### config.mk
export PLATFORM = sky130hd
export DESIGN_NAME = rv32_mem_stage
export DESIGN_NICKNAME = d
export VERILOG_FILES = /design/src/rtl/rv32_mem_stage_pkg.sv /design/src/rtl/rv32_mem_stage_load_align.sv /design/src/rtl/rv32_mem_stage.sv
export SDC_FILE = /design/constraint.sdc
export NUM_CORES = 1
export LEC_CHECK = 0
export CAP_MARGIN = 20
export CELL_PAD_IN_SITES_DETAIL_PLACEMENT = 1
export CELL_PAD_IN_SITES_GLOBAL_PLACEMENT = 1
export CORE_ASPECT_RATIO = 0.75
export CORE_MARGIN = 8
export CORE_UTILIZATION = 27
export DETAILED_ROUTE_END_ITERATION = 8
export MAX_ROUTING_LAYER = met4
export PLACE_DENSITY_LB_ADDON = 0.25
export SYNTH_ARGS = -nofsm -noshare
export SYNTH_HDL_FRONTEND = slang
export SYNTH_SLANG_ARGS = --single-unit
### constraint.sdc
create_clock -name clk -period 1.77 [get_ports clk]
set_input_delay 0.4425 -clock clk [delete_from_list [all_inputs] [get_ports clk]]
set_output_delay 0.4425 -clock clk [all_outputs]
set_load 0.005 [all_outputs]
### src/rtl/rv32_mem_stage_pkg.sv
// rv32_mem_stage_pkg: shared funct3 codes, stage state encoding and access legality helper
package rv32_mem_stage_pkg;
  localparam int XLEN = 32;
  localparam logic [2:0] F3_B  = 3'b000;
  localparam logic [2:0] F3_H  = 3'b001;
  localparam logic [2:0] F3_W  = 3'b010;
  localparam logic [2:0] F3_BU = 3'b100;
  localparam logic [2:0] F3_HU = 3'b101;
  typedef enum logic [1:0] {S_IDLE, S_MEM, S_OUT} state_t;
  function automatic logic f3_ok(input logic [2:0] f, input logic st);
    return st ? (f inside {F3_B, F3_H, F3_W}) : (f inside {F3_B, F3_H, F3_W, F3_BU, F3_HU});
  endfunction
endpackage

### src/rtl/rv32_mem_stage_load_align.sv
// rv32_mem_stage_load_align: picks the addressed byte/half/word out of a read word and extends it
//   rdata  in  32  raw word from data memory
//   funct3 in  3   load width/sign code
//   a      in  2   byte offset inside the word
//   res    out 32  aligned, extended load result
module rv32_mem_stage_load_align
  import rv32_mem_stage_pkg::*;
(
  input  logic [XLEN-1:0] rdata,
  input  logic [2:0]      funct3,
  input  logic [1:0]      a,
  output logic [XLEN-1:0] res
);
  logic [7:0]  byte_v;
  logic [15:0] half_v;
  assign byte_v = a == 2'd0 ? rdata[7:0] : a == 2'd1 ? rdata[15:8] : a == 2'd2 ? rdata[23:16] : rdata[31:24];
  assign half_v = a[1] ? rdata[31:16] : rdata[15:0];
  assign res = funct3 == F3_W ? rdata
             : funct3[0]      ? {{16{~funct3[2] & half_v[15]}}, half_v}
             :                  {{24{~funct3[2] & byte_v[7]}}, byte_v};
endmodule

### src/rtl/rv32_mem_stage.sv
// rv32_mem_stage: rv32 memory-access stage between execute and writeback
//   EX/MEM in : in_valid/in_ready, in_pc, in_alu_res, in_rs2, in_rd, in_we_rd, in_mem_rd, in_mem_wr, in_funct3
//   dmem      : dmem_req, dmem_we, dmem_addr, dmem_be, dmem_wdata out; dmem_ack, dmem_rdata in
//   MEM/WB out: out_valid/out_ready, out_pc, out_rd, out_we_rd, out_data, out_err
//   TIMEOUT   : max cycles waiting for dmem_ack, 0 waits forever
//   RV32_MEM_MISALIGN_TRAP_EN: when defined misaligned accesses fault instead of being forced aligned
module rv32_mem_stage
  import rv32_mem_stage_pkg::*;
#(
  parameter int unsigned TIMEOUT = 255
) (
  input  logic            clk,
  input  logic            reset,
  input  logic            in_valid,
  output logic            in_ready,
  input  logic [XLEN-1:0] in_pc,
  input  logic [XLEN-1:0] in_alu_res,
  input  logic [XLEN-1:0] in_rs2,
  input  logic [4:0]      in_rd,
  input  logic            in_we_rd,
  input  logic            in_mem_rd,
  input  logic            in_mem_wr,
  input  logic [2:0]      in_funct3,
  output logic            dmem_req,
  output logic            dmem_we,
  output logic [XLEN-1:0] dmem_addr,
  output logic [3:0]      dmem_be,
  output logic [XLEN-1:0] dmem_wdata,
  input  logic            dmem_ack,
  input  logic [XLEN-1:0] dmem_rdata,
  output logic            out_valid,
  input  logic            out_ready,
  output logic [XLEN-1:0] out_pc,
  output logic [4:0]      out_rd,
  output logic            out_we_rd,
  output logic [XLEN-1:0] out_data,
  output logic            out_err
);
  localparam int CW = TIMEOUT > 0 ? $clog2(TIMEOUT + 1) : 1;
  state_t          state_q, state_d;
  logic [CW-1:0]   cnt_q, cnt_d;
  logic            req_q, req_d, we_q, we_d, we_rd_q, we_rd_d, err_q, err_d;
  logic [XLEN-1:0] addr_q, addr_d, wdata_q, wdata_d, pc_q, pc_d, data_q, data_d;
  logic [3:0]      be_q, be_d;
  logic [4:0]      rd_q, rd_d;
  logic [2:0]      f3_q, f3_d;
  logic [1:0]      a_q, a_d;
  logic            fire, is_mem, bad, go_mem, half, word, mis;
  logic [1:0]      a, a_eff;
  logic [3:0]      be_c;
  logic [XLEN-1:0] wdata_c, ld_res;
  assign in_ready = state_q == S_IDLE || (state_q == S_OUT && out_ready);
  assign fire     = in_valid & in_ready;
  assign a        = in_alu_res[1:0];
  assign half     = in_funct3[1:0] == 2'b01;
  assign word     = in_funct3[1:0] == 2'b10;
`ifdef RV32_MEM_MISALIGN_TRAP_EN
  assign a_eff = a;
  assign mis   = (half & a[0]) | (word & |a);
`else
  // Misaligned offsets are silently rounded down to the natural boundary.
  assign a_eff = word ? 2'b00 : half ? {a[1], 1'b0} : a;
  assign mis   = 1'b0;
`endif
  assign is_mem  = in_mem_rd | in_mem_wr;
  assign bad     = is_mem & ((in_mem_rd & in_mem_wr) | ~f3_ok(in_funct3, in_mem_wr) | mis);
  assign go_mem  = is_mem & ~bad;
  assign be_c    = word ? 4'b1111 : half ? 4'b0011 << {a_eff[1], 1'b0} : 4'b0001 << a_eff;
  assign wdata_c = word ? in_rs2 : half ? {2{in_rs2[15:0]}} : {4{in_rs2[7:0]}};
  rv32_mem_stage_load_align u_align (
    .rdata  (dmem_rdata),
    .funct3 (f3_q),
    .a      (a_q),
    .res    (ld_res)
  );
  always_comb begin
    state_d = state_q;
    cnt_d   = cnt_q;
    req_d   = req_q;
    we_d    = we_q;
    addr_d  = addr_q;
    be_d    = be_q;
    wdata_d = wdata_q;
    pc_d    = pc_q;
    rd_d    = rd_q;
    we_rd_d = we_rd_q;
    data_d  = data_q;
    err_d   = err_q;
    f3_d    = f3_q;
    a_d     = a_q;
    if (state_q == S_MEM) begin
      cnt_d = cnt_q + 1'b1;
      if (dmem_ack) begin
        state_d = S_OUT;
        req_d   = 1'b0;
        we_d    = 1'b0;
        data_d  = we_q ? '0 : ld_res;
      end else if (TIMEOUT != 0 && cnt_q == CW'(TIMEOUT)) begin
        state_d = S_OUT;
        req_d   = 1'b0;
        we_d    = 1'b0;
        err_d   = 1'b1;
        we_rd_d = 1'b0;
      end
    end else if (fire) begin
      // Counter starts at 1 so it equals the number of MEM cycles spent so far.
      state_d = go_mem ? S_MEM : S_OUT;
      cnt_d   = CW'(1);
      req_d   = go_mem;
      we_d    = go_mem & in_mem_wr;
      addr_d  = {in_alu_res[XLEN-1:2], 2'b00};
      be_d    = be_c;
      wdata_d = wdata_c;
      pc_d    = in_pc;
      rd_d    = in_rd;
      we_rd_d = in_we_rd & ~bad & ~in_mem_wr;
      data_d  = in_alu_res;
      err_d   = bad;
      f3_d    = in_funct3;
      a_d     = a_eff;
    end else if (state_q == S_OUT && out_ready) begin
      state_d = S_IDLE;
    end
  end
  always_ff @(posedge clk) begin
    if (reset) begin
      state_q <= S_IDLE;
      cnt_q   <= '0;
      req_q   <= 1'b0;
      we_q    <= 1'b0;
      addr_q  <= '0;
      be_q    <= '0;
      wdata_q <= '0;
      pc_q    <= '0;
      rd_q    <= '0;
      we_rd_q <= 1'b0;
      data_q  <= '0;
      err_q   <= 1'b0;
      f3_q    <= '0;
      a_q     <= '0;
    end else begin
      state_q <= state_d;
      cnt_q   <= cnt_d;
      req_q   <= req_d;
      we_q    <= we_d;
      addr_q  <= addr_d;
      be_q    <= be_d;
      wdata_q <= wdata_d;
      pc_q    <= pc_d;
      rd_q    <= rd_d;
      we_rd_q <= we_rd_d;
      data_q  <= data_d;
      err_q   <= err_d;
      f3_q    <= f3_d;
      a_q     <= a_d;
    end
  end
  assign dmem_req   = req_q;
  assign dmem_we    = we_q;
  assign dmem_addr  = addr_q;
  assign dmem_be    = be_q;
  assign dmem_wdata = wdata_q;
  assign out_valid  = state_q == S_OUT;
  assign out_pc     = pc_q;
  assign out_rd     = rd_q;
  assign out_we_rd  = we_rd_q;
  assign out_data   = data_q;
  assign out_err    = err_q;
endmodule

==> Word level (Yosys, flattened, before mapping) <==
Cells that the tools add are included.
{ "totals": {"in_bits": 144, "output_inout_bits": 143, "ff_bits": 154} }
{ "classes": {"add_sub_neg": 1, "shift": 2, "bitwise": 16, "muxes": 38, "reduce_logical": 14, "eq_ne": 16} }
{ "ops": {"columns": ["op", "n"], "rows": [
  ["32-bit 2-to-1 mux", 8],
  ["8-bit 2-to-1 mux", 5],
  ["16-bit 2-to-1 mux", 1],
  ["1-bit 2-to-1 mux", 15],
  ["2-bit 2-to-1 mux", 7],
  ["1-bit AND", 9],
  ["8-bit by 1-bit adder with 8-bit output, second input constant", 1],
  ["8-bit equality test, second input constant", 1],
  ["4-bit 2-to-1 mux", 2],
  ["2-bit AND reduction", 4],
  ["2-bit by 1-bit equality test with 1-bit output, second input constant", 3],
  ["2-bit equality test, second input constant", 3],
  ["3-bit by 2-bit equality test with 1-bit output, second input constant", 2],
  ["3-bit equality test, second input constant", 2],
  ["3-bit nonzero test", 2],
  ["1-bit inverter", 5],
  ["5-bit nonzero test", 1],
  ["2-bit zero test", 2],
  ["2-bit != test, second input constant", 2],
  ["1-bit by 2-bit << shifter with 4-bit output, first input constant", 1],
  ["2-bit by 2-bit << shifter with 4-bit output, first input constant", 1],
  ["3-bit by 1-bit equality test with 1-bit output, second input constant", 1],
  ["3-bit zero test", 1],
  ["3-bit by 2-bit != test with 1-bit output, second input constant", 1],
  ["6 further kinds", 7]
]} }

==> Logic depth before layout (Yosys ltp) <==
Gate-level depths: netlist of the first run.
{ "depth": {"depth_word": 11, "depth_mapped": 8} }

==> Hierarchy <==
A second synthesis of the first run with hierarchy kept.
{ "unflattened": {"hier_cells": 865, "hier_area_um2": 7089.3} }
{ "by_module_without_submodules": {"columns": ["mod", "cells_each", "seq_area_each_um2", "area_per_inst_um2", "instances"], "rows": [
  ["rv32_mem_stage", 772, 3083.0, 6495.0, 1],
  ["rv32_mem_stage_load_align", 93, 0.0, 594.3, 1]
]} }

==> Worst setup path before layout of the first run <==
OpenSTA, ideal clock, no wires.
{ "synth_path": {"kind": "flip-flop to flip-flop", "startpoint": "register a_q[0]", "endpoint": "register data_q[16] (netlist: out_data[16])", "synth_period_minus_slack_ps": 1658, "path_buffers": 2, "required_time_ps": 1628, "setup_slack_ps": 112, "stages_incl_launch_ff": 8, "setup_ps": 142, "t_arrival_ps": 1516, "cell_sequence": "dfxtp_1 buf_2 mux4_2 nor2_2 o22ai_4 buf_6 o21ai_1 a311oi_1"} }
{ "synth_via": {"elab_chain_len": 10, "word_cells_on_any_way": 12} }
{ "synth_lines": {"columns": ["element", "line", "text"], "rows": [
  ["start: declaration", "rv32_mem_stage.sv:47", "logic [1:0] a_q, a_d;"],
  ["start signal: assignment", "rv32_mem_stage.sv:140", "a_q <= '0;"],
  ["start signal: assignment", "rv32_mem_stage.sv:155", "a_q <= a_d;"],
  ["2-bit equality test", "rv32_mem_stage_load_align.sv:16", "assign byte_v = a == 2'd0 ? rdata[7:0] : a == 2'd1 ? rdata[15:8] : a == 2'd2 ? rdata[23:16] : rdata[31:24];"],
  ["8-bit 2-to-1 mux (2 in a row)", "rv32_mem_stage_load_align.sv:16", null],
  ["8-bit 2-to-1 mux *", "rv32_mem_stage_load_align.sv:16", null],
  ["1-bit AND *", "rv32_mem_stage_load_align.sv:20", ": {{24{~funct3[2] & byte_v[7]}}, byte_v};"],
  ["32-bit 2-to-1 mux *", "rv32_mem_stage_load_align.sv:19", ": funct3[0] ? {{16{~funct3[2] & half_v[15]}}, half_v}"],
  ["32-bit 2-to-1 mux *", "rv32_mem_stage_load_align.sv:18", "assign res = funct3 == F3_W ? rdata"],
  ["32-bit 2-to-1 mux *", "rv32_mem_stage.sv:97", "data_d = we_q ? '0 : ld_res;"],
  ["32-bit 2-to-1 mux *", "rv32_mem_stage.sv:93", "if (dmem_ack) begin"],
  ["32-bit 2-to-1 mux *", "rv32_mem_stage.sv:91", "if (state_q == S_MEM) begin"],
  ["end signal: assignment", "rv32_mem_stage.sv:152", "data_q <= data_d;"],
  ["end: declaration", "rv32_mem_stage.sv:43", "logic [XLEN-1:0] addr_q, addr_d, wdata_q, wdata_d, pc_q, pc_d, data_q, data_d;"]
]} }
Mark *: on every way between the ends. The rest lies on a longest branch, timed or not. The select of a mux whose other input is x is not followed.
A chain may end at the register's enable or synchronous reset.

==> Final worst setup path of the first run <==
{ "layout_path": {"startpoint": "register state_q[1]", "endpoint": "register data_q[25] (netlist: out_data[25])"} }
{ "layout_via": {"elab_chain_len": 6, "word_cells_on_any_way": 10} }
{ "layout_lines": {"columns": ["element", "line", "text"], "rows": [
  ["start: declaration", "rv32_mem_stage.sv:40", "state_t state_q, state_d;"],
  ["start signal: assignment", "rv32_mem_stage.sv:142", "state_q <= state_d;"],
  ["2-bit equality test", "rv32_mem_stage.sv:52", "assign in_ready = state_q == S_IDLE || (state_q == S_OUT && out_ready);"],
  ["1-bit logical AND", "rv32_mem_stage.sv:52", null],
  ["1-bit logical OR", "rv32_mem_stage.sv:52", null],
  ["1-bit AND", "rv32_mem_stage.sv:53", "assign fire = in_valid & in_ready;"],
  ["2-bit nonzero test (no line)", null, null],
  ["2-bit AND reduction (no line)", null, null]
]} }
Parallel ways exist; a longest one is shown, timed or not.

==> results.yml, run 1 <==
global_route:
  grt-ovfl-total: 0
  grt.total_usage_pct: 19.7
  grt_max_degree: 67
  first_pass_grt_wire_length_um: 44500
  first_global_vias: 7469
  grt_antenna_before_repair: 2
cts:
  clock_tree.root_cell: "sky130_fd_sc_hd__clkbuf_16"
  tritoncts.num_buffers: 17
  cts-htree-levels: 4
  cts-root-to-sink-buffers: 2
  worst_skew_pair.late_latency_ps: 430
  cts.reportedPaths.clkPinSlew_ps: 70
  clock_sinks: 154
  cts_hold_buffers: 0
  tritoncts: "done"
place:
  place_inst: 1479
  placement.setup.worst_slack_ps: -538
  post-dp-hpwl_um: 22100
  place_congestion: 0.844
  port_buffers: 284
routing:
  drt_wl_total_um: 29900
  antenna_violating_nets_post_route: 0
  remaining_drc_errors: 0
  post_drt_wl_per_cell_um: 19.6
  route.detailed.vias_per_inst: 4.87
  detailedRoute.firstPassIterationCount: 5
  drtIter0Drc: 324
  num_vias: 7433
critical_path:
  worstSetupStartpointType: "flop"
  cpPeakStageDelay_ps: 370
  cpMaxStageDelayCell: "sky130_fd_sc_hd__dfxtp_4"
  crit_cells: 5
  cp_num_buf_inv: 0
  arr_time_crit_path_ps: 2050
  timing.critical_path.max_delay_family: "compound AO/OA/AOI/OAI gates"
  cp_max_fanout: 8
  critical_path_class: "reg -> reg"
  critical_path.endpoint_type: "flop"
  crit_required_ps: 2090
  ff2ff_path_depth: 5
  timing.critical_path.cells: "and4bb_2, nand2_4, o22ai_4, o21ai_0, a311oi_1"
power_and_ir_drop:
  sequentialPowerShare_pct: 41.0
  irDropWorstVdd_mv: 0.622
  net-switching-power_uw: 2740
  swShare_pct: 28.7
  clock_power_share_pct: 34.9
  p_leak_uw: 0.00518
  internal_power_uw: 6800
  power.combinational.fraction_pct: 24.1
  power_density_nw_per_um2: 845
die:
  core_region_area_um2: 24000
  fp.dieArea_um2: 29800
  initial_utilization_pct: 27.5
  rows: 49
  dieWidth_um: 197
  fp.dieH_um: 152
  pin_count: 287
sta:
  fin_crit_ps: 1730
  max_clock_freq_mhz: 579
  final.period_utilization_pct: 97.6
  slew_headroom_pct: 65.2
  skew_ps: 7.15
  layout_setup_ws_ps: 41.7
  holdWs_ps: 452
  setup_violations: 0
  final_hold_viol_count: 0
  max_slew.worst_pin.slew_ps: 522
  maxSlewViolCount: 0
  rsz0062_at_grt: "yes"
layout:
  drive_above_1_share_pct: 14.6
  filler_cell_count: 2859
  seqCellArea_um2: 3100
  finish.net_count: 1325
  final_cell_count_without_fillers: 1527
  most_common_library_cell_in_the_layout_ignoring_fill_and_taps: "sky130_fd_sc_hd__nand2_1"
  multi_input_area_um2: 3330
  most-common-layout-cells: "sky130_fd_sc_hd__nand2_1 (223), sky130_fd_sc_hd__clkdlybuf4s50_1 (193), sky130_fd_sc_hd__dfxtp_1 (145)"
  post_synthesis_to_final_layout_area_growth_pct: 70.6
synth:
  synth.area.mux_share_pct: 2.02
  yosysSeqAreaShare_pct: 46.6
  mappedNetlistArea_um2: 6620
  fraction_of_synthesized_cell_area_in_xor_and_xnor_cells_pct: 0.132
  synth_top_family_by_area: "compound AO/OA/AOI/OAI gates"
  synth_compound_gate_area_share_pct: 24.3
  synth_simple_gate_area_share_pct: 21.3
  synthesis.yosys.warnings: 0
  postSynthCellCount: 849
  post_synth_edffs: 0
  synthFlopType: "sky130_fd_sc_hd__dfxtp_1"
  synth.ff_latch_count: 154
  netlist-cell-type-count: 50
  synthAdderAreaFrac_pct: 0.189
  synth_async_sr_flop_share_pct: 0
  avgSynthCellArea_um2: 7.80
hold_path:
  whs_path_depth: 2
  worst_hold_path_type: "reg -> reg"
run:
  drv.max_cap_violation_count: 0
status:
  run_status: "finished, final reports clean"
-- flip-flops by register name, summed over array words and instances, names as in the netlist --
| signal | cells |
|---|---|
| f3_q | 3 |
| dmem_addr | 30 |
| out_we_rd | 1 |
| out_pc | 32 |
| out_err | 1 |
| out_data | 32 |
| out_rd | 5 |
| a_q | 2 |
| dmem_be | 4 |
| dmem_req | 1 |
| cnt_q | 8 |
| state_q | 2 |
| dmem_wdata | 32 |
| dmem_we | 1 |
-- per-stage QoR --
step / instance area [µm²] / setup TNS (ps) / util [%] / total power (µW)
final: 11300 / 0 / 47.0 / 9550
after global routing: 11300 / -87.5 / 47.0 / 10000
after CTS: 10900 / 0 / 45.5 / 9620
after detailed placement: 10400 / -37260 / 43.2 / 6260
after global placement: 10400 / -34110 / 43.2 / 6220
after floorplan: 6620 / 0 / - / 4790
-- cell usage after synthesis, types with 5 or more instances --
master                     count  area (µm²)
sky130_fd_sc_hd__buf_2        17        85.1
sky130_fd_sc_hd__a31oi_1       8        50.1
sky130_fd_sc_hd__a311oi_1     41         359
sky130_fd_sc_hd__mux2_2        9         101
sky130_fd_sc_hd__nand2b_1      6        37.5
sky130_fd_sc_hd__nor2b_1       7        43.8
sky130_fd_sc_hd__o21ai_1      11        55.1
sky130_fd_sc_hd__o21ai_0      36         180
sky130_fd_sc_hd__nand2_1     224         841
sky130_fd_sc_hd__a221oi_1      8        70.1
sky130_fd_sc_hd__dfxtp_1     154        3080
sky130_fd_sc_hd__nor3_1        8        40.0
sky130_fd_sc_hd__a21oi_1     121         606
sky130_fd_sc_hd__nor2_1       65         244
sky130_fd_sc_hd__o221ai_1      8        70.1
sky130_fd_sc_hd__and3_1        9        56.3
sky130_fd_sc_hd__a22oi_1       7        52.6
sky130_fd_sc_hd__inv_1         9        33.8
sky130_fd_sc_hd__nand4_1       5        31.3
sky130_fd_sc_hd__clkbuf_1     46         173
-- worst paths after layout --
| check | from | endpoint | slack (ps) |
|---|---|---|---|
| setup / recovery | state_q[1]$_SDFFE_PP0P_ | out_data[25]$_SDFFE_PP0P_ | 40 |
| hold reg to reg | dmem_wdata[0]$_SDFFE_PP0P_ | dmem_wdata[0]$_SDFFE_PP0P_ | 450 |
| setup reg to reg | state_q[1]$_SDFFE_PP0P_ | out_data[25]$_SDFFE_PP0P_ | 40 |
| hold / removal | dmem_wdata[0]$_SDFFE_PP0P_ | dmem_wdata[0]$_SDFFE_PP0P_ | 450 |
-- timing repair --
action | in CTS | in global routing
cloned | 1 | 1
setup buffers | 5 | 6
setup endpoints to repair | 54 | 85
gates resized for setup | 49 | 92
pin swaps | 2 | 16
hold endpoints to repair | 0 | 0
-- routing by layer --
layer  share of wire (%)  global-route usage, %
met2                  43                   28.2
met1                  48                   26.1
met3                 7.8                   7.08
met4                 1.2                   4.69
met5                   0                      -
-- worst register-to-register path, cell delays in order, from the launching register on --
cell and delay [ps]:
sky130_fd_sc_hd__dfxtp_4 370, sky130_fd_sc_hd__and4bb_2 350, sky130_fd_sc_hd__nand2_4 100, sky130_fd_sc_hd__o22ai_4 330, sky130_fd_sc_hd__o21ai_0 160, sky130_fd_sc_hd__a311oi_1 300
-- final cells by class --
| cell class | count | share of cell area, % |
|---|---|---|
| Tap cell | 331 | 3.67 |
| Timing Repair Buffer | 383 | 34.5 |
| Sequential cell | 154 | 27.5 |
| Clock inverter | 8 | 0.421 |
| Multi-Input combinational cell | 615 | 29.5 |
| Antenna cell | 3 | 0.0665 |
| Clock buffer | 24 | 4.09 |
| Inverter | 9 | 0.299 |
-- power groups by stage --
| stage | combinational [µW] | sequential, µW | clock (µW) |
|---|---|---|---|
| floorplan | 796 | 3990 | 0 |
| global placement | 2240 | 3980 | 0 |
| detailed placement | 2270 | 4000 | 0 |
| CTS | 2260 | 3920 | 3440 |
| global route | 2490 | 3950 | 3590 |
| finish | 2300 | 3920 | 3330 |
-- cells by family after synthesis --
group,after synthesis
xor+xnor,1
fa+ha+maj,1
other cells,1
flops,154
buf+inv,82
mux,11
simple gates,339
compound gates,260
No activity file was read; power rests on OpenSTA's default activity.
==> run 2: changes to the inputs <==
- ABC_AREA: default -> 1
- CAP_MARGIN: 20 -> default
- CORE_UTILIZATION: 27 -> 26
==> results.yml, run 2 <==
sta:
  final_hold_viol_count: 0
  layout_setup_ws_ps: 43.7
  max_clock_freq_mhz: 579
  setup_violations: 0
  maxSlewViolCount: 0
  fin_crit_ps: 1730
  final.period_utilization_pct: 97.5
  skew_ps: 5.55
  setup_total_negative_slack_ps: 0
layout:
  final_cell_count_without_fillers: 1634
  finish.net_count: 1420
  post_synthesis_to_final_layout_area_growth_pct: 63.4
  seqCellArea_um2: 3090
  final_core_util_pct: 43.0
  multi_input_area_um2: 3150
  drive_above_1_share_pct: 9.39
  most_common_library_cell_in_the_layout_ignoring_fill_and_taps: "sky130_fd_sc_hd__nand2_1"
  filler_cell_count: 3142
  most-common-layout-cells: "sky130_fd_sc_hd__nand2_1 (324), sky130_fd_sc_hd__clkdlybuf4s50_1 (193), sky130_fd_sc_hd__a21oi_1 (188)"
global_route:
  grt.total_usage_pct: 18.9
  first_pass_grt_wire_length_um: 46000
  grt-ovfl-total: 0
  first_global_vias: 8085
  grt_max_degree: 48
  grt_antenna_before_repair: 2
synth:
  netlist-cell-type-count: 30
  synthesis.yosys.warnings: 0
  synth_async_sr_flop_share_pct: 0
  avgSynthCellArea_um2: 6.96
  synthDominantCellAreaShare_pct: 45.5
  post_synth_edffs: 0
  synth_most_common_cell: "sky130_fd_sc_hd__nand2_1"
  synth.ff_latch_count: 154
  mappedNetlistArea_um2: 6780
  synth_largest_area_cell: "sky130_fd_sc_hd__dfxtp_1"
  yosysSeqAreaShare_pct: 45.5
  post_synth_most_frequent_cells: "sky130_fd_sc_hd__nand2_1 (324), sky130_fd_sc_hd__a21oi_1 (188), sky130_fd_sc_hd__dfxtp_1 (154)"
  postSynthCellCount: 974
  synthFlopType: "sky130_fd_sc_hd__dfxtp_1"
  post_synth_main_area_contributors: "sky130_fd_sc_hd__dfxtp_1 (45%), sky130_fd_sc_hd__nand2_1 (18%), sky130_fd_sc_hd__a21oi_1 (14%)"
critical_path:
  critical_path.endpoint_type: "output port"
  arr_time_crit_path_ps: 1280
  timing.critical_path.cells: "clkdlybuf4s50_1"
  worstSetupStartpointType: "flop"
  timing.critical_path.max_delay_family: "buffers and inverters"
  cp_max_fanout: 2
  cp_num_buf_inv: 1
  crit_required_ps: 1330
  cpPeakStageDelay_ps: 540
  cpMaxStageDelayCell: "sky130_fd_sc_hd__clkdlybuf4s50_1"
  critical_path_class: "reg -> out"
cts:
  cts-htree-levels: 4
  clock_tree.root_cell: "sky130_fd_sc_hd__clkbuf_16"
  tritoncts.num_buffers: 17
  tritoncts: "done"
  clock_sinks: 154
  worst_skew_pair.late_latency_ps: 420
  cts-root-to-sink-buffers: 2
  cts.reportedPaths.clkPinSlew_ps: 60
routing:
  route.detailed.vias_per_inst: 4.63
  remaining_drc_errors: 0
  detailedRoute.firstPassIterationCount: 4
  dr.max_layer_used: "met4"
  num_vias: 7568
  post_drt_wl_per_cell_um: 18.1
  antenna_violating_nets_post_route: 0
  met3_wl_um: 2100
  drtIter0Drc: 292
  length_of_routed_wiring_on_met1_um: 13900
  drt_wl_total_um: 29500
  met2WireLength_um: 13200
die:
  pin_count: 287
  dieWidth_um: 202
  fp.dieH_um: 156
  rows: 51
  fp.dieArea_um2: 31500
  core_region_area_um2: 25800
  initial_utilization_pct: 26.3
power_and_ir_drop:
  irDropWorstVdd_mv: 0.609
  p_leak_uw: 0.00543
  power_density_nw_per_um2: 894
  p_total_uw: 9910
place:
  place_inst: 1599
  placement.setup.worst_slack_ps: -420
  port_buffers: 284
  place_congestion: 0.832
  post-dp-hpwl_um: 22400
run:
  drv.max_cap_violation_count: 0
hold_path:
  worst_hold_path_type: "reg -> reg"
status:
  run_status: "finished, final reports clean"
run 2: worst paths after layout:
path / to / cells after the start / slack (ps) / start
min: out_pc[11]$_SDFFE_PP0P_ / 2 / 460 / out_pc[11]$_SDFFE_PP0P_
min reg2reg: out_pc[11]$_SDFFE_PP0P_ / 2 / 460 / out_pc[11]$_SDFFE_PP0P_
max: out_pc[18] / 1 / 40 / out_pc[18]$_SDFFE_PP0P_
max reg2reg: out_data[14]$_SDFFE_PP0P_ / 9 / 140 / state_q[1]$_SDFFE_PP0P_
run 2: area by class of cell:
cell class              instances  share of cell area, %
diodes                          2                 0.0452
clock buffers                  22                   4.28
clock inverters                10                  0.847
inverters                      55                   1.92
multi-input cells             699                   28.5
flip-flops and latches        154                   27.9
well taps                     344                   3.89
repair buffers                348                   32.7
run 2: what timing repair did:
item                                    CTS  global route
pin swaps                                 1             0
endpoints found under the setup margin   29            63
hold buffers                              0             0
gates resized for setup                  32            63
buffers inserted                          1             0
run 2: logic make-up (layout without fill, tap and decap cells):
family / count (synthesis) / after routing / synth area share, %
compound gates: 301 / 301 / 22.6
fa+ha+maj: 1 / 1 / 0.185
simple gates: 395 / 395 / 23.6
buf+inv: 122 / 435 / 8.14
other cells: 1 / 4 / 0.0553
flops: 154 / 154 / 45.5
run 2: per-layer routing:
metal	global-route usage (%)	vias to the layer above
li1	-	3792
met1	23.8	3574
met2	29.0	186
met3	6.33	16
met4	4.38	0
met5	-	-
run 2: stage by stage:
stage / cell area [µm²] / hold WS (ps)
6_report: 11100 / 462
5_1_grt: 11100 / 479
4_1_cts: 10900 / 461
3_5_place_dp: 10400 / 453
3_3_place_gp: 10400 / 450
2_1_floorplan: 6780 / 443
run 2: where the power goes:
group	total (µW)	internal, µW	switching (µW)
Sequential	3930	3770	158
Combinational	2390	1210	1180
Clock	3580	2050	1540
==> run 3: changes to the inputs <==
- CORE_MARGIN: 8 -> default
==> results.yml, run 3 (synthesis results as in run 2) <==
status:
  run_status: "finished, final reports clean"
power_and_ir_drop:
  internal_power_uw: 7150
  swShare_pct: 28.7
  clock_power_share_pct: 36.8
  irDropWorstVdd_mv: 0.611
  net-switching-power_uw: 2870
  power_density_nw_per_um2: 908
  sequentialPowerShare_pct: 39.3
  power.combinational.fraction_pct: 24.0
  p_leak_uw: 0.00511
hold_path:
  holdCritStartpoint: "reset"
  whs_path_depth: 2
  worst_hold_path_type: "in -> reg"
  whs_endpoint: "out_pc[26]$_SDFFE_PP0P_"
critical_path:
  worstSetupStartpointType: "flop"
  cp_num_buf_inv: 1
  timing.reg2reg.setup_slack_ps: 130
  crit_required_ps: 1330
  r2r_end: "cnt_q[5]$_SDFFE_PP0P_"
  arr_time_crit_path_ps: 1280
  cpPeakStageDelay_ps: 530
  timing.critical_path.max_delay_family: "buffers and inverters"
  ff2ff_path_depth: 11
  cp_max_fanout: 2
  r2r-start: "state_q[1]$_SDFFE_PP0P_"
  critical_path.endpoint_type: "output port"
  critical_path_class: "reg -> out"
  cpMaxStageDelayCell: "sky130_fd_sc_hd__clkdlybuf4s50_1"
  timing.critical_path.cells: "clkdlybuf4s50_1"
die:
  fp.dieArea_um2: 26700
  pin_count: 287
  dieWidth_um: 188
  core_region_area_um2: 25300
  initial_utilization_pct: 26.8
  rows: 50
  fp.dieH_um: 142
cts:
  cts.reportedPaths.clkPinSlew_ps: 60
  tritoncts.num_buffers: 17
  cts-root-to-sink-buffers: 2
  clock_sinks: 154
  tritoncts: "done"
  cts-htree-levels: 4
  clock_tree.root_cell: "sky130_fd_sc_hd__clkbuf_16"
  worst_skew_pair.late_latency_ps: 420
sta:
  setup_violations: 0
  rsz0062_at_grt: "no"
  final.period_utilization_pct: 97.2
  max_clock_freq_mhz: 581
  fin_crit_ps: 1720
  maxSlewViolCount: 0
  setup_total_negative_slack_ps: 0
  final_hold_viol_count: 0
  skew_ps: 7.08
routing:
  route.detailed.vias_per_inst: 4.71
  drtIter0Drc: 303
  remaining_drc_errors: 0
  detailedRoute.firstPassIterationCount: 4
  num_vias: 7642
  antenna_violating_nets_post_route: 0
  post_drt_wl_per_cell_um: 17.2
  drt_wl_total_um: 27900
global_route:
  grt_use_met1_pct: 28.6
  grt.total_usage_pct: 21.4
  grt_max_degree: 51
  grt.met3_usage_pct: 5.69
  grt_antenna_before_repair: 0
  fraction_of_met2_tracks_used_by_global_routing_pct: 32.2
  grt-ovfl-total: 0
  globalRoute.busiestLayer: "met2"
  first_pass_grt_wire_length_um: 43100
  first_global_vias: 7729
layout:
  final_core_util_pct: 43.7
  most-common-layout-cells: "sky130_fd_sc_hd__nand2_1 (323), sky130_fd_sc_hd__clkdlybuf4s50_1 (219), sky130_fd_sc_hd__a21oi_1 (188)"
  multi_input_area_um2: 3160
  seqCellArea_um2: 3110
  drive_above_1_share_pct: 10.1
  final_cell_count_without_fillers: 1622
  filler_cell_count: 3103
  postLayoutCellArea_um2: 11000
  most_common_library_cell_in_the_layout_ignoring_fill_and_taps: "sky130_fd_sc_hd__nand2_1"
  finish.net_count: 1415
  post_synthesis_to_final_layout_area_growth_pct: 63.0
place:
  post-dp-hpwl_um: 20500
  place_congestion: 0.815
  placed_cell_area_um2: 10300
  port_buffers: 284
  place_inst: 1587
run:
  drv.max_cap_violation_count: 0
[run 3: repair_timing]
item                                    in CTS  in global routing
hold buffers                                 0                  0
hold endpoints to repair                     0                  0
endpoints found under the setup margin      23                 57
gates resized for setup                     26                 59
buffers inserted                             2                  0
pin swaps                                    1                  0
[run 3: through the flow]
stage | hold WS (ps) | power (µW) | worst slack (ps)
floorplan | 443 | 4960 | 397
CTS | 364 | 10200 | 1.32
finish | 390 | 10000 | 49.6
global route | 379 | 10600 | 0.0183
detailed placement | 457 | 6460 | -308
global placement | 450 | 6420 | -319
[run 3: area by class of cell]
class,count,area share [%]
multi-input combinational,699,28.6
tap,338,3.83
clock inverter,10,1.05
timing repair buffer,343,32.3
clock buffer,22,4.20
inverter,55,1.95
sequential,154,28.1
antenna,1,0.0226
[run 3: worst max path at each step]
stage,startpoint,end,cells past startpoint
4_1_cts,out_data[30]$_SDFFE_PP0P_,out_data[30],1
2_1_floorplan,in_funct3[0],dmem_wdata[10]$_SDFFE_PP0P_,6
3_5_place_dp,out_ready,in_ready,4
6_report,out_data[4]$_SDFFE_PP0P_,out_data[4],1
5_1_grt,out_data[11]$_SDFFE_PP0P_,out_data[11],1
3_3_place_gp,out_ready,in_ready,4
[run 3: power groups by stage]
stage | Sequential (µW) | Clock, µW | Combinational [µW]
final | 3940 | 3690 | 2400
after global routing | 3970 | 3960 | 2630
after CTS | 3940 | 3790 | 2450
after detailed placement | 4010 | 0 | 2450
after global placement | 4000 | 0 | 2420
after floorplan | 4010 | 0 | 953
[run 3: routing by layer]
| metal | vias to the layer above | wire (µm) |
|---|---|---|
| li1 | 3779 | - |
| met1 | 3624 | 13500 |
| met2 | 225 | 12400 |
| met3 | 14 | 1770 |
| met4 | 0 | 244 |
| met5 | - | 0 |
